<file path="src/rtl/ppacc_pkg.sv">
// ppacc_pkg: shared state encoding and default geometry for the partial-product accumulator
package ppacc_pkg;
  typedef enum logic [1:0] {IDLE, ACC, DONE} ppacc_state_t;
  localparam int PPACC_NPP   = 24;
  localparam int PPACC_WIDTH = 48;
  localparam int PPACC_PPC   = 4;
  localparam int PPACC_NGRP  = PPACC_NPP / PPACC_PPC;
endpackage

</file>
<file path="src/rtl/ppacc_grpadd.sv">
// ppacc_grpadd: combinational sum of PPC partial products plus the running accumulator
// Ports: pp (PPC slices, slice k = pp[k*WIDTH +: WIDTH]), acc (running sum), sum (acc + all slices, mod 2^WIDTH)
module ppacc_grpadd import ppacc_pkg::*; #(
  parameter int WIDTH = PPACC_WIDTH,
  parameter int PPC   = PPACC_PPC
) (
  input  logic [PPC*WIDTH-1:0] pp,
  input  logic [WIDTH-1:0]     acc,
  output logic [WIDTH-1:0]     sum
);
  logic [WIDTH-1:0] s, c, x, t;
  // Carry-save reduction keeps one redundant (s, c) pair; a single carry-propagate add resolves it.
  always_comb begin
    s = acc;
    c = '0;
    x = '0;
    t = '0;
    for (int k = 0; k < PPC; k++) begin
      x = pp[k*WIDTH +: WIDTH];
      t = s ^ c ^ x;
      c = ((s & c) | (s & x) | (c & x)) << 1;
      s = t;
    end
    sum = s + c;
  end
endmodule

</file>
<file path="src/rtl/ppacc.sv">
// ppacc: multi-cycle partial-product accumulator, PPC slices summed per cycle into one product
// Ports: clk_i, rst_i (sync, active-high); in_valid_i/in_ready_o/pp_i accept an NPP*WIDTH array;
//        out_valid_o/out_ready_i/prod_o deliver the WIDTH-bit product; busy_o flags accumulation.
// Option: define PPACC_EARLY_EXIT_EN to stop accumulating once the remaining groups are all zero.
module ppacc import ppacc_pkg::*; #(
  parameter int NPP   = PPACC_NPP,
  parameter int WIDTH = PPACC_WIDTH,
  parameter int PPC   = PPACC_PPC
) (
  input  logic                 clk_i,
  input  logic                 rst_i,
  input  logic                 in_valid_i,
  output logic                 in_ready_o,
  input  logic [NPP*WIDTH-1:0] pp_i,
  output logic                 out_valid_o,
  input  logic                 out_ready_i,
  output logic [WIDTH-1:0]     prod_o,
  output logic                 busy_o
);
  localparam int NGRP = NPP / PPC;
  localparam int IW   = NGRP > 1 ? $clog2(NGRP) : 1;
  ppacc_state_t state, nxt;
  logic [NPP*WIDTH-1:0] pp_q;
  logic [WIDTH-1:0] acc_q, sum;
  logic [IW-1:0] idx;
  logic accept, last;
  assign accept = in_valid_i && state == IDLE;
`ifdef PPACC_EARLY_EXIT_EN
  // zt_d[g]: every slice after group g is zero, so group g is the last one worth adding.
  logic [NGRP-1:0] zt_d, zt_q;
  for (genvar g = 0; g < NGRP; g++) begin : g_tail
    if (g == NGRP - 1) begin : g_end
      assign zt_d[g] = 1'b1;
    end else begin : g_mid
      assign zt_d[g] = ~|pp_i[NPP*WIDTH-1 : (g+1)*PPC*WIDTH];
    end
  end
  always_ff @(posedge clk_i)
    if (rst_i) zt_q <= '0;
    else if (accept) zt_q <= zt_d;
  assign last = idx == IW'(NGRP - 1) || zt_q[idx];
`else
  assign last = idx == IW'(NGRP - 1);
`endif
  ppacc_grpadd #(.WIDTH(WIDTH), .PPC(PPC)) u_grpadd (
    .pp  (pp_q[idx*PPC*WIDTH +: PPC*WIDTH]),
    .acc (acc_q),
    .sum (sum)
  );
  always_ff @(posedge clk_i)
    if (rst_i) state <= IDLE;
    else state <= nxt;
  always_comb
    nxt = state == IDLE ? (in_valid_i ? ACC : IDLE)
        : state == ACC  ? (last ? DONE : ACC)
        : (out_ready_i ? IDLE : DONE);
  always_comb begin
    in_ready_o  = state == IDLE && !rst_i;
    out_valid_o = state == DONE;
    busy_o      = state == ACC;
  end
  always_ff @(posedge clk_i)
    if (rst_i) begin
      acc_q <= '0;
      idx   <= '0;
    end else if (accept) begin
      pp_q  <= pp_i;
      acc_q <= '0;
      idx   <= '0;
    end else if (state == ACC) begin
      acc_q <= sum;
      idx   <= idx + IW'(1);
    end
  assign prod_o = acc_q;
endmodule

</file>
<file path="config.mk">
export PLATFORM = sky130hd
export DESIGN_NAME = ppacc
export DESIGN_NICKNAME = d
export VERILOG_FILES = /design/src/rtl/ppacc_pkg.sv /design/src/rtl/ppacc_grpadd.sv /design/src/rtl/ppacc.sv
export SDC_FILE = /design/constraint.sdc
export NUM_CORES = 2
export LEC_CHECK = 0
export CAP_MARGIN = 20
export CORE_AREA = 2 2 466 468
export DETAILED_ROUTE_END_ITERATION = 12
export DIE_AREA = 0 0 468 470
export PLACE_DENSITY_LB_ADDON = 0.08
export SLEW_MARGIN = 10
export SYNTH_ARGS = -nofsm -noshare
export SYNTH_HDL_FRONTEND = slang
export SYNTH_SLANG_ARGS = --single-unit
export TNS_END_PERCENT = 100
</file>
<file path="constraint.sdc">
create_clock -name clk_i -period 32.4 [get_ports clk_i]
set_input_delay 6.48 -clock clk_i [delete_from_list [all_inputs] [get_ports clk_i]]
set_output_delay 6.48 -clock clk_i [all_outputs]
set_load 0.02 [all_outputs]
</file>
==> metrics.md <==
| Metric | Value |
|---|---|
| Slew @ Worst Pin | around 1200 ps |
| Post-CTS Setup Inserts | 0 |
| Pre-antenna DRT Iters | 5 |
| Sequential area share after synthesis | 69.3% |
| Worst Setup SP | rst_i |
| Most frequent CP cell | clkdlybuf4s50_1 |
| Vias in the first global route | 33,503 |
| Crit start category | input port |
| Final Non-Filler Cells | 7,264 |
| Final setup TNS | 0 ps |
| DIE AREA | 220,000 µm² |
| Ratio of cells with drive above 1 in the final layout | roughly a tenth |
| Crit path kind | input port to primary output |
| Highest clock rate | between 60 and 70 MHz |
| Flops & latches, synth | 1,205 |
| Ports | 1,207 |
| Clock Skew | approximately 27 ps |
| Post-CTS sizing | 0 |
| Max Buffers Root-to-Sink | 3 |
| Root buf cell | clkbuf_16 |
| Data required, critical path | around 26,000 ps |
| Rel. slew slack | 18.2% |
| Initial Util | 23.9% |
| Rows | approximately 170 |
| Via density | 4.31 |
| Static Leak | 0.0242 µW |
| Fin. max-slew vios | 0 |
| Worst-Skew Late Latency | 780 ps |
| Die width | 468 µm |
| Core ar. | 216,000 µm² |
| Syn-to-layout area delta | 39.8% |
| Post-DP HPWL | 165 mm |
| Tmin final | 14,750 ps |
| TritonCTS clock tree | done |
| Hold-fix buffers, CTS | 0 |
| Min-Delay Startpoint | prod_o[19] |
| Mean Syn Cell Area | roughly 17 µm² |
| Final WL | 212 mm |
| Htree depth | 4 |
| Status | complete, no violations |
| Post-route DRC | 0 |
| Max-cap check violation count | 0 |
| Clock-pin slew on the worst setup and hold paths | about 60 ps |
| Hold Fails Final Rpt | 0 |
| DRT iter0 DRCs | about 1,900 |
| Layout net count | 5,659 |
| Distinct cells, synth | 60 |
| GRT Overall Usage | approximately a fifth |
| Crit path DAT | 8270 ps |
| Crit-path cells | clkdlybuf4s50_1 > nor3_1 > clkdlybuf4s50_1 |
| Initial antenna violation count | 115 |
| PwrDens | 87.8 nW/µm² |
| Critical path's slowest cell | clkdlybuf4s50_1 |
| Reg2reg start | idx[0] |
| Antenna-violating nets left | 0 |
| Ys Warns | 0 |
| Placed cells | 6,965 |
| Critical Path Sink Type | primary output |
| Crit share post-route | 45.5% |
| Buffers on Ports | 1,206 |
| Top fanout value on the critical path | 5 |
| Vias | 31,285 |
| Mapped Nets | about 4,400 |
| GRT Residual Overflow | 0 |
| Number of enable flip-flop cells after synthesis | 1,152 |
| Clock sinks | 1,205 |
| Post-synth design cell area | 51,500 µm² |
| Post-synth top flop | edfxtp_1 |
| Worst min path class | flip-flop to flip-flop |
| Worst path max stage delay | ~800 ps |
| GPL Wtd Cong | a little under 0.8 |
| Peak supply drop | 70.7 µV |
| Endpoints failing setup | 0 |
| Fraction of registers with async set or reset after synthesis | 0% |
| Post-Syn Instances | 2,982 |
| Die Y | approximately 470 µm |
| Num CTS Buffers | 152 |
| First-pass GRT wire length | around 280 mm |
| Setup repair after global routing missed its margin | false |
| Routed wire per std cell | a little under 30 µm |
| Largest net degree at the start of global routing | around 150 |
-- worst max-delay path, delay by kind of cell --
family,cells,cell delay [ps]
simple gates,1,330
buf+inv,2,1440
-- cell type report --
cell class	instances	area (µm²)
tap	2854	3570
antenna	23	57.6
clock buffer	203	4110
clock inverter	72	668
fill	21136	144000
multi-input combinational	1457	14600
inverter	189	717
sequential	1205	35700
timing repair buffer	1261	12600
-- power by group --
group / switching [µW] / internal (µW)
Sequential: 52.8 / 1820
Clock: 693 / 950
Combinational: 1660 / 1150
Total: 2400 / 3920
-- placed cells by master (no fill, tap or decap), types with 5 or more instances in the layout --
| cell | n |
|---|---|
| a211oi_1 | 9 |
| a21o_1 | 26 |
| a21oi_1 | 207 |
| a31oi_1 | 7 |
| and3_1 | 6 |
| buf_12 | 6 |
| buf_4 | 48 |
| bufinv_16 | 7 |
| clkbuf_1 | 45 |
| clkbuf_16 | 157 |
| clkdlybuf4s50_1 | 1206 |
| clkinv_1 | 31 |
| clkinv_2 | 17 |
| clkinvlp_4 | 6 |
| dfxtp_1 | 51 |
| diode_2 | 23 |
| edfxtp_1 | 1152 |
| fa_1 | 139 |
| ha_1 | 98 |
| inv_1 | 187 |
| mux2i_1 | 191 |
| mux4_2 | 192 |
| nand2_1 | 155 |
| nand3_1 | 13 |
| nand4_1 | 8 |
| nor2_1 | 157 |
| nor2b_1 | 6 |
| nor3_1 | 12 |
| o21a_1 | 9 |
| o21ai_0 | 101 |
| o21bai_1 | 8 |
| or3_1 | 5 |
| xnor2_1 | 31 |
| xor2_1 | 19 |
-- final timing paths --
path | to | slack, ps | depth (start not counted)
worst max-delay path | in_ready_o | 17650 | 3
worst min-delay path | prod_o[19] | 490 | 2
worst max register to register | prod_o[47] | 23930 | 18
worst min register to register | prod_o[19] | 490 | 2
-- synth_stat cells (9+ instances only) --
cell      count  share of area (%)
buf_2        19               0.18
o21ai_0     102               0.99
edfxtp_1   1152                 67
nor2_1      158                1.2
buf_1        20               0.15
xnor2_1      31               0.53
xor2_1       19               0.32
inv_1       187                1.4
dfxtp_1      53                2.1
ha_1         98                2.4
mux4_2      192                8.4
nor3_1       12               0.12
mux2i_1     191                3.7
fa_1        139                5.4
a21o_1       27               0.39
o21a_1        9               0.13
nand3_1      13               0.13
a21oi_1     207                2.0
clkbuf_1     91               0.66
nand2_1     156                1.1
a211oi_1      9               0.13
-- per-layer routing --
metal  vias to the layer above  wire length (µm)  GRT usage, %  part of all wire [%]
met1                     15771             82700          21.8                    39
met4                       142              3530          3.39                   1.7
met3                       338             18000          7.15                   8.5
li1                      14003                 -             -                     -
met2                      1031            107000          33.1                    51
met5                         -               841             0                  0.40
-- logic make-up after synthesis --
kind of cell    after synthesis  share of synthesized area (%)
flops                      1205                           69.3
compound gates              410                           4.54
mux                         383                           12.1
simple gates                377                           3.02
buf+inv                     320                           2.38
fa+ha+maj                   237                           7.79
xor+xnor                     50                          0.851
-- metrics by stage --
step	hold slack, ps	setup slack [ps]	util (%)	power [µW]	instance area (µm²)
after floorplan	502	10710	-	3780	51500
after global placement	466	17540	31.1	4750	67100
after detailed placement	482	17610	31.1	4740	67100
after CTS	490	17580	33.3	6440	71900
after global routing	513	17500	33.3	6780	71900
final	487	17650	33.4	6320	71900
-- registers in the layout, indices dropped and copies added (netlist names) --
name    flops
idx         3
pp_q     1152
prod_o     48
state       2
Note: power is estimated with default switching activity, not from simulation.
